--- config.mk ---
export PLATFORM = sky130hd
export DESIGN_NAME = bit_serial_adder_ctrl
export DESIGN_NICKNAME = d
export VERILOG_FILES = /design/src/rtl/bit_serial_adder_ctrl.sv
export SDC_FILE = /design/constraint.sdc
export NUM_CORES = 1
export LEC_CHECK = 0
export CORE_MARGIN = 2
export CORE_UTILIZATION = 52
export CTS_BUF_LIST = sky130_fd_sc_hd__clkbuf_16
export CTS_CLUSTER_DIAMETER = 120
export DETAILED_ROUTE_END_ITERATION = 16
export GPL_ROUTABILITY_DRIVEN = 1
export GPL_TIMING_DRIVEN = 0
export PLACE_DENSITY = 0.84
export SLEW_MARGIN = 30
export SYNTH_ARGS = -nofsm -noshare
export SYNTH_HDL_FRONTEND = slang
export SYNTH_SLANG_ARGS = --single-unit
--- constraint.sdc ---
create_clock -name clk -period 2.33 [get_ports clk]
set_clock_uncertainty 0.15 [all_clocks]
set_input_delay 0.3495 -clock clk [delete_from_list [all_inputs] [get_ports clk]]
set_output_delay 0.3495 -clock clk [all_outputs]
set_load 0.02 [all_outputs]
--- src/rtl/bit_serial_adder_ctrl.sv ---
// Bit-serial WIDTH-bit adder: one shared full_adder cell, one bit per clock, LSB first.
// Latency: done pulses WIDTH edges after the accepting start edge; one result per WIDTH+2 cycles.
// Backpressure: none; start is only sampled in IDLE and ignored while busy or done.

module full_adder (
    input  logic A,
    input  logic B,
    input  logic Cin,
    output logic S,
    output logic Co
);
    assign S  = A ^ B ^ Cin;
    assign Co = (A & B) | (Cin & (A ^ B));
endmodule

module bit_serial_adder_ctrl #(
    parameter int WIDTH = 8
) (
    input  logic             clk,
    input  logic             rst_n,
    input  logic             start,
    input  logic [WIDTH-1:0] a,
    input  logic [WIDTH-1:0] b,
    input  logic             cin,
    output logic             busy,
    output logic             done,
    output logic [WIDTH-1:0] sum,
    output logic             cout
);
    localparam int CW = $clog2(WIDTH + 1);

    typedef enum logic [1:0] {IDLE, RUN, DONE} state_t;

    state_t           state;
    logic [WIDTH-1:0] a_sh;
    logic [WIDTH-1:0] b_sh;
    logic             carry_q;
    logic [CW-1:0]    cnt;
    logic             fa_s;
    logic             fa_co;
    logic [WIDTH-1:0] res_nxt;

    full_adder u_fa (
        .A   (a_sh[0]),
        .B   (b_sh[0]),
        .Cin (carry_q),
        .S   (fa_s),
        .Co  (fa_co)
    );

    // The result register only needs the WIDTH-1 bits already produced; the
    // bit emerging from the adder this cycle completes the word.
    generate
        if (WIDTH == 1) begin : g_w1
            assign res_nxt = fa_s;
        end else begin : g_wn
            logic [WIDTH-2:0] res_sh;
            assign res_nxt = {fa_s, res_sh};
            always_ff @(posedge clk or negedge rst_n) begin
                if (!rst_n) begin
                    res_sh <= '0;
                end else if (state == IDLE && start) begin
                    res_sh <= '0;
                end else if (state == RUN) begin
                    res_sh <= res_nxt[WIDTH-1:1];
                end
            end
        end
    endgenerate

    always_ff @(posedge clk or negedge rst_n) begin
        if (!rst_n) begin
            state   <= IDLE;
            busy    <= 1'b0;
            done    <= 1'b0;
            sum     <= '0;
            cout    <= 1'b0;
            a_sh    <= '0;
            b_sh    <= '0;
            carry_q <= 1'b0;
            cnt     <= '0;
        end else begin
            case (state)
                IDLE: begin
                    done <= 1'b0;
                    if (start) begin
                        a_sh    <= a;
                        b_sh    <= b;
                        carry_q <= cin;
                        cnt     <= '0;
                        busy    <= 1'b1;
                        state   <= RUN;
                    end
                end
                RUN: begin
                    a_sh    <= a_sh >> 1;
                    b_sh    <= b_sh >> 1;
                    carry_q <= fa_co;
                    cnt     <= cnt + CW'(1);
                    if (cnt == CW'(WIDTH - 1)) begin
                        sum   <= res_nxt;
                        cout  <= fa_co;
                        busy  <= 1'b0;
                        done  <= 1'b1;
                        state <= DONE;
                    end
                end
                DONE: begin
                    done  <= 1'b0;
                    state <= IDLE;
                end
                default: begin
                    busy  <= 1'b0;
                    done  <= 1'b0;
                    state <= IDLE;
                end
            endcase
        end
    end
endmodule

==> results.cfg, run 1 <==
[sta]
slew_headroom = 0.696
post-route-min-period_ns = 1.80
rsz0062_at_grt = no
drv_slew = 0
timing.fmax_ghz = 0.557
tightest_slew_ns = 0.456
setup_viol = 0
post-route-period-util = 0.771
fin_ws_ns = 0.533
hold_violations = 0

[worst_setup_path]
cp_max_fo = 10
path_delay_family = buffers and inverters
slowest_delay_ns = 0.67
crit_slowest_cell = clkdlybuf4s50_1
cp.arrival_ns = 1.85
cp.required_ns = 2.38
worst_r2r_path_depth = 5
cp-start-kind = input port
critPathKind = input port to flip-flop
end_kind = flip-flop
worstPathBufferInverterCount = 2
crit_chain = clkdlybuf4s50_1 > clkbuf_1 > and3b_1 > a21oi_1 > o21ai_0
cp_num_cells = 5

[route]
wl_per_cell_um = 17.0
final_antenna_net_count = 0
dr_total_vias = 1435
via_per_inst = 5.86
firstDrtPassIters = 4
drc = 0
drt_iter0_drc = 115
wl_mm = 4.16

[final_layout]
final_area_mm2 = 0.00241
area_delta_synth_final_pct = 28.3
layout-drive-gt1-share = 0.161
fillers = 267
num_antenna_cells = 0
mostFrequentLayoutCells = 41 x dfrtp_1, 29 x clkdlybuf4s50_1, 19 x a21oi_1
final_common_cell = dfrtp_1
fin_nets = 220

[min_path]
holdPathStages = 2
hold_class = flip-flop to flip-flop

[clock_tree]
cts_setup_buffers = 0
clk_latency_ns = 0.28
ctsResizeCount = 0
cts.sinks = 41
clock-root-buffer = clkbuf_16
cts_buffers = 5
htreeDepth = 2
cts.clk_slew.worst_paths_ns = 0.06
cts_tree = yes
clock_path_buffers = 2

[floorplanning]
dieArea_mm2 = 0.00412
start_util = 0.551
die_w_um = 64.2
floorplan.io_pins = 31
placeableCoreArea_mm2 = 0.00342
row_count = 21
die_h_um = 64.2

[place]
post-dp-hpwl_mm = 2.83
dp_slack_ns = 0.273
gp_congestion = 0.766
port_buffers = 30
place_area_mm2 = 0.00226

[power]
ir_drop_mv = 0.588
powerDensity_mw_per_mm2 = 1210
leakage_nw = 1.08

[grt]
antenna_found_initial = 0
grtUsageTotal = 0.227
grt_pass1_vias = 1454
grt_max_degree = 26
grt-ovfl-total = 0
grt_pass1_wl_mm = 7.04

[yosys]
yosys-top-cells-area = dfrtp_1 55%, mux2_4 7.2%, a22oi_1 5.2%
ys_seq_area_frac = 0.545
yosysWarnings = 0
syn-instance-count = 159
syn-cell-area_mm2 = 0.00188
synth-seq-cells = 41
syn_area_per_cell_um2 = 11.8
yosysTopAreaCell = dfrtp_1
synth.distinct_cells = 30
synth_top_area_frac = 0.545
synth_nets = 181

[run_status]
status = finished, final reports clean

[flow_run]
max_cap_violations = 0
==> worst register-to-register path, stage by stage, from the launching register on <==
cell,delay [ns]
dfrtp_1,0.42
ha_1,0.23
and3b_1,0.23
and2_4,0.18
buf_12,0.14
mux2_4,0.30
==> state kept, by name (all words and copies together), names as in the netlist <==
name / count
a_sh: 8
b_sh: 8
sum: 8
g_wn.res_sh: 7
cnt: 4
state: 2
busy: 1
carry_q: 1
cout: 1
done: 1
==> final cells by class <==
cell class              instances  area (um2)  area share
inverters                       2        7.51     0.00311
clock buffers                   5         125      0.0518
clock inverters                 3        17.5     0.00725
repair buffers                 32         333       0.138
multi-input cells             104         766       0.317
well taps                      46        57.6      0.0238
flip-flops and latches         41        1030       0.425
plain buffers                  12        82.6      0.0342
==> per-layer routing <==
metal | wire length, um | vias up | GRT usage
met3 | 199 | 7 | 0.0687
met5 | 0 | - | 0
met2 | 2160 | 37 | 0.393
met1 | 1750 | 738 | 0.274
li1 | - | 653 | -
met4 | 46 | 0 | 0.0638
==> synth_stat cells <==
master / number
buf_1: 1
buf_2: 5
o21ai_1: 3
o21ai_0: 14
nand3_1: 1
clkbuf_1: 2
mux2_4: 9
o21bai_1: 1
dfrtp_1: 41
fa_1: 1
o32ai_1: 1
nor2b_4: 1
buf_6: 1
and3b_1: 3
a21oi_1: 19
a22oi_1: 13
a22o_1: 9
a211oi_1: 1
nand4_1: 1
and2_4: 1
nor2b_1: 12
o21a_1: 1
inv_1: 2
mux2_2: 2
and2b_1: 4
buf_12: 1
nand2_1: 4
nor2_1: 2
ha_1: 1
buf_4: 2
==> power by group <==
part	switching (mW)	internal, mW	total, mW
registers	0.209	0.969	1.18
clock network	0.271	0.392	0.663
logic	0.499	0.579	1.08
total	0.978	1.94	2.92
==> worst paths after layout <==
path,slack (ns),from,to
max in group asynchronous,1.17,rst_n,a_sh[1]
worst max-delay path,0.53,start,b_sh[3]
worst min-delay path,0.33,b_sh[3],b_sh[3]
worst min register to register,0.33,b_sh[3],b_sh[3]
worst max register to register,0.56,cnt[0],sum[2]
min in group asynchronous,0.39,rst_n,cnt[3]
==> kinds of logic (layout without fill, tap and decap cells) <==
family	count (synthesis)	after routing	synth area share
AOI/OAI and AO/OA	62	62	0.206
adders and majority gates	2	2	0.0173
buffers and inverters	14	54	0.0479
DFF	41	41	0.545
muxes	11	11	0.0838
and+or+nand+nor	29	29	0.0997
==> stage by stage <==
step,TNS [ns],instances,hold WS (ns),power (mW),util
3_3_place_gp,-7.35,235,0.314,2.16,0.656
5_1_grt,0,245,0.368,3.09,0.707
4_1_cts,0,245,0.337,2.93,0.707
2_1_floorplan,0,159,-0.0961,1.86,-
6_report,0,245,0.332,2.92,0.707
3_5_place_dp,0,236,0.164,2.25,0.662
==> what timing repair did <==
action                                  CTS  global route
hold buffers                              1             0
hold endpoints to repair                 16             0
endpoints found under the setup margin    0             0
No activity file was read; power rests on OpenSTA's default activity.
==> run 2: changes to the inputs <==
clock period = 1.7 ns   (was 2.33 ns; I/O delays follow)
==> results.cfg, run 2 (same netlist as run 1, synthesis figures left out) <==
[final_layout]
area_delta_synth_final_pct = 28.9
utilization = 0.710
final_area_mm2 = 0.00243
layout-drive-gt1-share = 0.189
mostFrequentLayoutCells = 41 x dfrtp_1, 28 x clkdlybuf4s50_1, 19 x a21oi_1
final_common_cell = dfrtp_1
reg_top3 = a_sh: 8 flops, b_sh: 8 flops, sum: 8 flops
fillers = 266
fin_nets = 222
stdcell_count = 247
num_antenna_cells = 0

[route]
wl_per_cell_um = 16.9
via_per_inst = 5.86
firstDrtPassIters = 4
wl_mm = 4.16
final_antenna_net_count = 0
drt_iter0_drc = 110
dr_total_vias = 1448
drc = 0

[worst_setup_path]
worstPathBufferInverterCount = 1
r2r_slack_ns = 0.08
r2r-end = sum[2]
critPathKind = flip-flop to primary output
r2r_start = cnt[1]
cp-start-kind = flip-flop
end_kind = primary output
worst_r2r_path_depth = 4
cp.arrival_ns = 1.27
cp.required_ns = 1.29
crit_slowest_cell = clkdlybuf4s50_1
cp_max_fo = 3
slowest_delay_ns = 0.61
crit_chain = clkdlybuf4s50_1
path_delay_family = buffers and inverters

[power]
power_mw = 4.03
powerDensity_mw_per_mm2 = 1660
p_switching_mw = 1.34
pwr-share-comb = 0.377
p_int_mw = 2.68
seq_power_share = 0.397
p_clk_frac = 0.225
leakage_nw = 1.10
ir_drop_mv = 0.822
switching_share = 0.334

[grt]
busiest_layer = met2
grt-ovfl-total = 0
grt_pass1_wl_mm = 7.12
antenna_found_initial = 0
grt_pass1_vias = 1471
grt_max_degree = 26
grtUsageMet3 = 0.0687
use_met1 = 0.275
grt_use_met2 = 0.402
grtUsageTotal = 0.230

[floorplanning]
dieArea_mm2 = 0.00412
row_count = 21
floorplan.io_pins = 31
die_w_um = 64.2
placeableCoreArea_mm2 = 0.00342
die_h_um = 64.2
start_util = 0.551

[sta]
post-route-min-period_ns = 1.67
drv_slew = 0
post-route-period-util = 0.985
fin_ws_ns = 0.0260
tightest_slew_ns = 0.457
hold_violations = 0
rsz0062_at_grt = no
fin_tns_setup_ns = 0
setup_viol = 0
timing.fmax_ghz = 0.597
whs_ns = 0.300
slew_headroom = 0.696

[place]
place_area_mm2 = 0.00226
post-dp-hpwl_mm = 2.83
placed_cells = 236
gp_congestion = 0.766
dp_slack_ns = -0.263
port_buffers = 30

[clock_tree]
cts_buffers = 5
clk_latency_ns = 0.28
clock_path_buffers = 2
htreeDepth = 2
clock-root-buffer = clkbuf_16
cts_tree = yes
cts.clk_slew.worst_paths_ns = 0.06
cts.sinks = 41

[min_path]
hold_class = input port to asynchronous set/reset pin

[run_status]
status = finished, final reports clean

[flow_run]
max_cap_violations = 0
-- run 2: worst max path at each step --
stage / startpoint / to / slack [ns] / cells past startpoint
after global routing: busy / busy / 0.005 / 1
final: busy / busy / 0.03 / 1
after global placement: rst_n / a_sh[3] / -0.72 / 1
after floorplan: cnt[0] / cout / 0.04 / 5
after CTS: busy / busy / 0.02 / 1
after detailed placement: start / b_sh[3] / -0.26 / 5
-- run 2: power groups by stage --
stage / clock (mW) / sequential [mW] / combinational [mW]
floorplan: 0 / 1.67 / 0.874
global placement: 0 / 1.58 / 1.38
detailed placement: 0 / 1.62 / 1.46
CTS: 0.925 / 1.60 / 1.54
global route: 0.974 / 1.65 / 1.65
finish: 0.907 / 1.60 / 1.52
-- run 2: layout make-up --
type                            count  area [um2]  share of cell area
Multi-Input combinational cell    104         769               0.317
Buffer                             11        65.1              0.0268
Inverter                            2        7.51             0.00309
Timing Repair Buffer               35         358               0.147
Sequential cell                    41        1030               0.423
Tap cell                           46        57.6              0.0237
Clock inverter                      3        17.5             0.00722
Clock buffer                        5         125              0.0516
-- run 2: layer usage --
layer,up-vias,share of wire
li1,659,-
met3,7,0.052
met1,734,0.41
met2,48,0.52
met5,-,0
met4,0,0.011
-- run 2: what timing repair did --
action                                  in CTS  in global routing
hold buffers                                 1                  0
setup buffers                                3                  0
endpoints found under the hold margin       16                  0
endpoints found under the setup margin      10                 24
resized for setup                            3                  2
pin swaps                                    0                  1
==> run 3: changes to the inputs <==
HOLD_SLACK_MARGIN = 0.12   (was unset)
SLEW_MARGIN = unset   (was 30)
==> results.cfg, run 3 (same netlist as run 1, synthesis figures left out) <==
[sta]
fin_ws_ns = 0.0316
rsz0062_at_grt = no
post-route-period-util = 0.981
tightest_slew_ns = 0.884
drv_slew = 0
timing.fmax_ghz = 0.599
setup_viol = 0
post-route-min-period_ns = 1.67
hold_violations = 0
slew_headroom = 0.410

[route]
final_antenna_net_count = 0
via_per_inst = 5.61
wl_mm = 4.04
drc = 0
drt_iter0_drc = 119
wl_per_cell_um = 16.4
dr_total_vias = 1386
firstDrtPassIters = 4

[power]
seq_power_share = 0.382
ir_drop_mv = 0.793
pwr-share-comb = 0.364
p_switching_mw = 1.33
leakage_nw = 1.10
switching_share = 0.319
p_int_mw = 2.84
p_clk_frac = 0.254
powerDensity_mw_per_mm2 = 1710

[grt]
grt_pass1_wl_mm = 6.78
grt_pass1_vias = 1428
antenna_found_initial = 0
grtUsageTotal = 0.217
grt-ovfl-total = 0
grt_max_degree = 42

[worst_setup_path]
critPathKind = flip-flop to flip-flop
r2r-end = sum[5]
r2r_slack_ns = 0.03
cp_max_fo = 10
r2r_start = cnt[1]
worst_r2r_path_depth = 5
cp-start-kind = flip-flop
cp.arrival_ns = 1.68
cp.required_ns = 1.71
end_kind = flip-flop

[place]
port_buffers = 30
gp_congestion = 0.766
placed_cells = 235
dp_slack_ns = -0.260
post-dp-hpwl_mm = 2.72

[floorplanning]
start_util = 0.551
die_h_um = 64.2
placeableCoreArea_mm2 = 0.00342
dieArea_mm2 = 0.00412
die_w_um = 64.2
floorplan.io_pins = 31
row_count = 21

[final_layout]
reg_top3 = a_sh: 8 flops, b_sh: 8 flops, sum: 8 flops
mostFrequentLayoutCells = 41 x dfrtp_1, 28 x clkdlybuf4s50_1, 19 x a21oi_1
layout-drive-gt1-share = 0.184
area_delta_synth_final_pct = 29.8
num_antenna_cells = 0
fin_nets = 222
stdcell_count = 247
fillers = 256
final_common_cell = dfrtp_1

[run_status]
status = finished, final reports clean

[flow_run]
max_cap_violations = 0

[min_path]
holdPathStages = 2
hold_class = flip-flop to flip-flop
whs_endpoint = b_sh[3]
hold_start = b_sh[3]

[clock_tree]
htreeDepth = 2
cts_tree = yes
cts_buffers = 5
clock-root-buffer = clkbuf_16
cts.sinks = 41
cts.clk_slew.worst_paths_ns = 0.06
clock_path_buffers = 2
clk_latency_ns = 0.28
==> run 3: cell count changes in the layout (fill, tap and decap cells not counted), sizes merged <==
cell | before | now
clkinv | 2 | 1
bufinv | 0 | 1
==> run 3: routing by layer <==
metal	vias up	global-route usage	routed length (um)	part of all wire
li1	660	-	-	-
met1	679	0.262	1700	0.42
met2	42	0.380	2110	0.52
met3	5	0.0563	193	0.048
met4	0	0.0691	42	0.010
met5	-	0	0	0
==> run 3: how the worst max path moves through the flow <==
stage | slack, ns | from | cells past startpoint | to
3_5_place_dp | -0.26 | start | 5 | b_sh[3]
5_1_grt | 0.005 | cnt[1] | 5 | sum[7]
2_1_floorplan | 0.04 | cnt[0] | 5 | cout
6_report | 0.03 | cnt[1] | 5 | sum[5]
3_3_place_gp | -0.72 | rst_n | 1 | a_sh[3]
4_1_cts | 0.0004 | cnt[0] | 5 | sum[5]
==> run 3: layout make-up <==
cell class	instances	area (um2)	area share
Buffer	12	85.1	0.0348
Clock buffer	5	125	0.0512
Clock inverter	3	41.3	0.0169
Inverter	2	7.51	0.00307
Multi-Input combinational cell	104	769	0.315
Sequential cell	41	1030	0.420
Tap cell	46	57.6	0.0236
Timing Repair Buffer	34	330	0.135
==> run 3: critical path: stages, from the launching register on <==
cell and delay, ns:
dfrtp_1 0.40, ha_2 0.19, and3b_2 0.21, and2_4 0.16, buf_12 0.14, mux2_4 0.29
==> run 3: what timing repair did <==
action,4_1_cts,5_1_grt
gates resized for setup,2,3
buffers inserted,3,0
hold buffers,1,0
cloned,0,0
endpoints found under the hold margin,41,0
endpoints found under the setup margin,10,22
==> run 3: through the flow <==
step | cell area, um2 | TNS, ns | util | hold WS [ns] | power [mW]
2_1_floorplan | 1880 | 0 | - | -0.191 | 2.54
3_3_place_gp | 2240 | -32.41 | 0.656 | 0.314 | 2.97
3_5_place_dp | 2230 | -4.47 | 0.654 | 0.276 | 3.07
4_1_cts | 2440 | 0 | 0.713 | 0.334 | 4.17
5_1_grt | 2440 | 0 | 0.715 | 0.368 | 4.41
6_report | 2440 | 0 | 0.715 | 0.332 | 4.17
==> run 3: power by group through the flow <==
| stage | registers, mW | logic (mW) | clock network (mW) |
|---|---|---|---|
| 4_1_cts | 1.59 | 1.52 | 1.06 |
| 2_1_floorplan | 1.67 | 0.874 | 0 |
| 6_report | 1.59 | 1.52 | 1.06 |
| 5_1_grt | 1.64 | 1.65 | 1.12 |
| 3_3_place_gp | 1.58 | 1.38 | 0 |
| 3_5_place_dp | 1.62 | 1.45 | 0 |
==> edit 1, RTL diff (flow settings as in run 2) <==
Re-encode `state_t` (3 states) as one-hot, 3 bits wide.
--- a/src/rtl/bit_serial_adder_ctrl.sv
+++ b/src/rtl/bit_serial_adder_ctrl.sv
@@ -29,7 +29,7 @@
 );
     localparam int CW = $clog2(WIDTH + 1);
 
-    typedef enum logic [1:0] {IDLE, RUN, DONE} state_t;
+    typedef enum logic [2:0] {IDLE = 3'b001, RUN = 3'b010, DONE = 3'b100} state_t;
 
     state_t           state;
     logic [WIDTH-1:0] a_sh;
Check against the original RTL: same outputs for any inputs over 10 cycles, from zero or initial values and one cycle with rst_n low; not proved beyond that.
==> edit 1 against run 2 <==
- count of clock-buffer cells in the layout is the same
- sequential cell count rose by 1
- synthesized cell count decreased by 2.5%
- design area grew 4.7%
- area after synthesis shrank 2.6%
- largest cell class unchanged
- the flow now finishes with violations (setup timing)
- total power down 9.9%
- sequential share of layout area fell by 0.88 points
- setup slack lost 0.056 ns
- routed wire length down 3.2%
- sequential power decreased by 8%
==> edit 1: results (changes against run 2) <==
status: "finished with violations"
violations: "setup timing"
grt_usage_pct: 21.4  # -1.6 points
path_clk_slew_ns: 0.06  # about the same
placed_cells: 232  # -1.7%
wl_microns: 4030  # -3.2%
first_pass_iters: 4  # unchanged
post-dp-hpwl_microns: 2520  # -11%
vdd_drop_max_v: 0.000805  # -2.1%
yosys_warnings: 0  # unchanged
reg2reg_from: "state[2]"
top_regs: "a_sh (8), b_sh (8), sum (8)"
reg2reg_depth: 4  # unchanged
worst_pin_slew_ns: 0.481  # +0.0249 ns
async_flop_share_pct: 100  # unchanged
dr.first_iter.drc_count: 80  # -27%
grt_pass1_vias: 1456  # -1.0%
hold-worst-slack_ns: 0.314  # +0.0135 ns
final.setup.tns_ns: -0.113  # -0.113 ns
portBuffers: 30  # unchanged
cp.arrival_ns: 1.75  # +0.48 ns
gp_congestion: 0.750  # -2.2%
grt_max_degree: 25  # -3.8%
routedWlPerCell_microns: 15.8  # -6.3%
yosysUniqueCellTypes: 28  # -6.7%
cpMaxStageDelayCell: "dfrtp_1"
syn_area_per_cell_sq_um: 11.8  # about the same
drive_gt1_share_pct: 21.1  # +2.1 points
synth.net_count: 177  # -2.2%
crit_path_max_incr_delay_ns: 0.41  # -0.20 ns
critPathTopFamily: "simple AND/OR/NAND/NOR gates"
seq_area_frac_synth_pct: 57.4  # +2.9 points
fillerInstances: 238  # -11%
crit_path_max_fanout: 5  # +2
cts_resized: 5  # +2
clk-power_uw: 887  # -2.2%
ys_top_cells_by_area: "dfrtp_1 (56%), mux2i_1 (10%), mux2_2 (6.1%), nand2_1 (6.1%), o21ai_0 (4.4%)"
placed_area_sq_um: 2210  # -2.2%
internal_power_mw: 2.47  # -7.8%
setup_viol: 8  # +8
p_seq_share_pct: 40.9  # +1.2 points
antennaDiodeCount: 0  # unchanged
post_cts_buffers: 10  # +7
grt_pass1_wl_microns: 6530  # -8.3%
p_leak_nw: 1.15  # +4.3%
combPwrFrac_pct: 34.7  # -3.0 points
setup_slack_ns: -0.0295  # -0.0555 ns
dp_slack_ns: -0.232  # +0.0304 ns
hold_buffers: 1  # unchanged
multi_input_area_sq_um: 739  # -3.9%
via_count: 1390  # -4.0%
synth.top_cells.by_count: "dfrtp_1 (41), nand2_1 (30), mux2i_1 (19), o21ai_0 (16), mux2_2 (10)"
r2r-end: "sum[1]"
-- edit 1: cell count changes in the layout (fill, tap and decap cells not counted), moves of 4 or more --
| cell | before | now |
|---|---|---|
| and2b_1 | 4 | 0 |
| a21oi_1 | 19 | 9 |
| mux2i_1 | 0 | 19 |
| a22oi_1 | 13 | 0 |
| mux2_4 | 9 | 4 |
| a22o_1 | 9 | 2 |
| buf_4 | 5 | 10 |
| mux2_2 | 2 | 7 |
| nor2b_1 | 12 | 1 |
| nand2_1 | 4 | 30 |
-- edit 1: metal layers --
layer | track usage (%) | routed length (microns) | vias to the layer above
li1 | - | - | 638
met2 | 33.9 | 1960 | 56
met1 | 27.1 | 1690 | 680
met3 | 5.89 | 232 | 16
met5 | 0 | 0 | -
met4 | 10.3 | 150 | 0
-- edit 1: layout make-up --
| type | count | share of cell area (%) |
|---|---|---|
| flip-flops and latches | 42 | 41.4 |
| clock inverters | 3 | 0.443 |
| inverters | 1 | 0.148 |
| clock buffers | 5 | 4.92 |
| multi-input cells | 104 | 29.1 |
| well taps | 46 | 2.26 |
| plain buffers | 9 | 3.30 |
| repair buffers | 45 | 18.4 |
-- edit 1: how the worst max path moves through the flow --
stage / start / end / slack [ns] / cells past startpoint
after CTS: state[0] / sum[7] / -0.03 / 4
final: state[2] / sum[1] / -0.03 / 4
after detailed placement: start / a_sh[5] / -0.23 / 6
after global placement: rst_n / sum[6] / -0.76 / 1
after global routing: state[2] / sum[7] / -0.07 / 4
after floorplan: state[2] / cout / 0.02 / 4
-- edit 1: kinds of logic after synthesis --
group,Yosys count,share of synthesized area (%)
buffers and inverters,10,3.48
AO/OA/AOI/OAI,28,8.19
multiplexers,30,17.3
adder cells (fa/ha/maj),2,1.77
flip-flops,42,57.4
AND/OR/NAND/NOR,42,11.3
XOR/XNOR,1,0.478
==> edit 2, RTL diff (settings of run 2) <==
Made on the original files. `WIDTH`: 8 -> 4.
--- a/src/rtl/bit_serial_adder_ctrl.sv
+++ b/src/rtl/bit_serial_adder_ctrl.sv
@@ -14,7 +14,7 @@
 endmodule
 
 module bit_serial_adder_ctrl #(
-    parameter int WIDTH = 8
+    parameter int WIDTH = 4
 ) (
     input  logic             clk,
     input  logic             rst_n,
Interface: changed (resized a, b and sum); port bits go from 31 to 19. No check against the original RTL was run, so the function may have changed too.
==> edit 2 against run 2 <==
- critical path type unchanged
- register-to-register slack improved by 0.03 ns
- routed wire length fell by 52%
- sequential cell count fell by 17
- design area fell by 43%
- fmax rose by 0.88%
- cell count fell by 45%
- combinational power fell by 18%
- sequential power fell by 36%
- total power fell by 31%
- clock power fell by 44%
- area after synthesis fell by 42%
- setup slack improved by 0.015 ns
==> edit 2: results (changes against run 2) <==
r2r_slack_ns: 0.11  # +0.03 ns
crit_path_max_incr_delay_ns: 0.63  # +0.02 ns
reg2reg_from: "cnt[0]"
setup.worst_path.end: "cout"
top_regs: "a_sh (4), b_sh (4), sum (4)"
via_count: 723  # -50%
synth.net_count: 100  # -45%
cp.arrival_ns: 1.25  # -0.02 ns
routedWlPerCell_microns: 14.7  # -13%
switching_power_uw: 953  # -29%
r2r-end: "cout"
worst_pin_slew_ns: 0.531  # +0.0743 ns
grt_max_degree: 25  # -3.8%
synth_mux_area_share_pct: 6.88  # -1.5 points
gp_congestion: 0.676  # -12%
cts_resized: 0  # -3
nNetsFinal: 124  # -44%
drive_gt1_share_pct: 20.4  # +1.5 points
grt_pass1_wl_microns: 3480  # -51%
post_cts_buffers: 0  # -3
vdd_drop_max_v: 0.000978  # +19%
portBuffers: 18  # -40%
numCtsBuffers: 3  # -2
cp-startpoint: "cout"
synth.top_cells.by_count: "dfrtp_1 (24), nor2_1 (15), a22o_1 (6), mux2_4 (5)"
yosysUniqueCellTypes: 24  # -20%
grt_pass1_vias: 748  # -49%
seq_area_frac_synth_pct: 55.0  # +0.52 points
synth-adder-area-share_pct: 4.13  # +2.4 points
antennaDiodeCount: 0  # unchanged
ys_top_cells_by_area: "dfrtp_1 (55%), mux2_4 (6.9%), nor2_1 (5.2%), a22o_1 (4.8%), buf_6 (4.1%)"
p_leak_nw: 0.646  # -41%
status: "completed"
clkLatencyLatePin_ns: 0.26  # -0.02 ns
synth_compound_area_share_pct: 16.2  # -4.4 points
-- edit 2: worst register-to-register path, stage by stage, from the launching register on --
cell and delay, ns:
dfrtp_1 0.39, ha_1 0.21, ha_1 0.26, nand2_4 0.15, mux2_4 0.31
-- edit 2: per-layer routing --
metal  global-route usage (%)  part of all wire [%]
met2                     31.3                    48
met3                     5.45                   4.7
met4                     8.33                   2.0
met1                     24.0                    45
met5                        0                     0
-- edit 2: layout make-up --
type,count,area (sq um)
plain buffers,4,45.0
clock buffers,3,75.1
clock inverters,1,3.75
fillers,151,573
inverters,3,11.3
multi-input cells,54,434
flip-flops and latches,24,601
well taps,27,33.8
repair buffers,19,185
-- edit 2: cell families after synthesis --
family	after synthesis
buf+inv	7
fa+ha+maj	3
flops	24
mux	5
compound gates	20
simple gates	26
-- edit 2: power groups by stage --
stage	logic, mW	clock network, mW	registers [mW]
final	1.25	0.511	1.02
after global routing	1.39	0.542	1.06
after CTS	1.27	0.517	1.03
after detailed placement	1.27	0	1.03
after global placement	1.21	0	1.01
after floorplan	0.829	0	1.08
-- edit 2: stage by stage --
stage                     std cells  hold WS (ns)  setup WS [ns]  instance area (sq um)
after floorplan                  85        -0.191          0.220                   1090
after global placement          130         0.333         0.0389                   1310
after detailed placement        130         0.108         0.0557                   1300
after CTS                       135         0.357         0.0255                   1390
after global routing            135         0.382         0.0107                   1390
final                           135         0.352         0.0406                   1390
-- edit 2: worst min-delay path by stage --
stage	start	end	slack (ns)
3_3_place_gp	done	done	0.33
2_1_floorplan	rst_n	a_sh[0]	-0.19
4_1_cts	cnt[0]	cnt[0]	0.36
5_1_grt	done	done	0.38
3_5_place_dp	rst_n	sum[0]	0.11
6_report	rst_n	cnt[0]	0.35
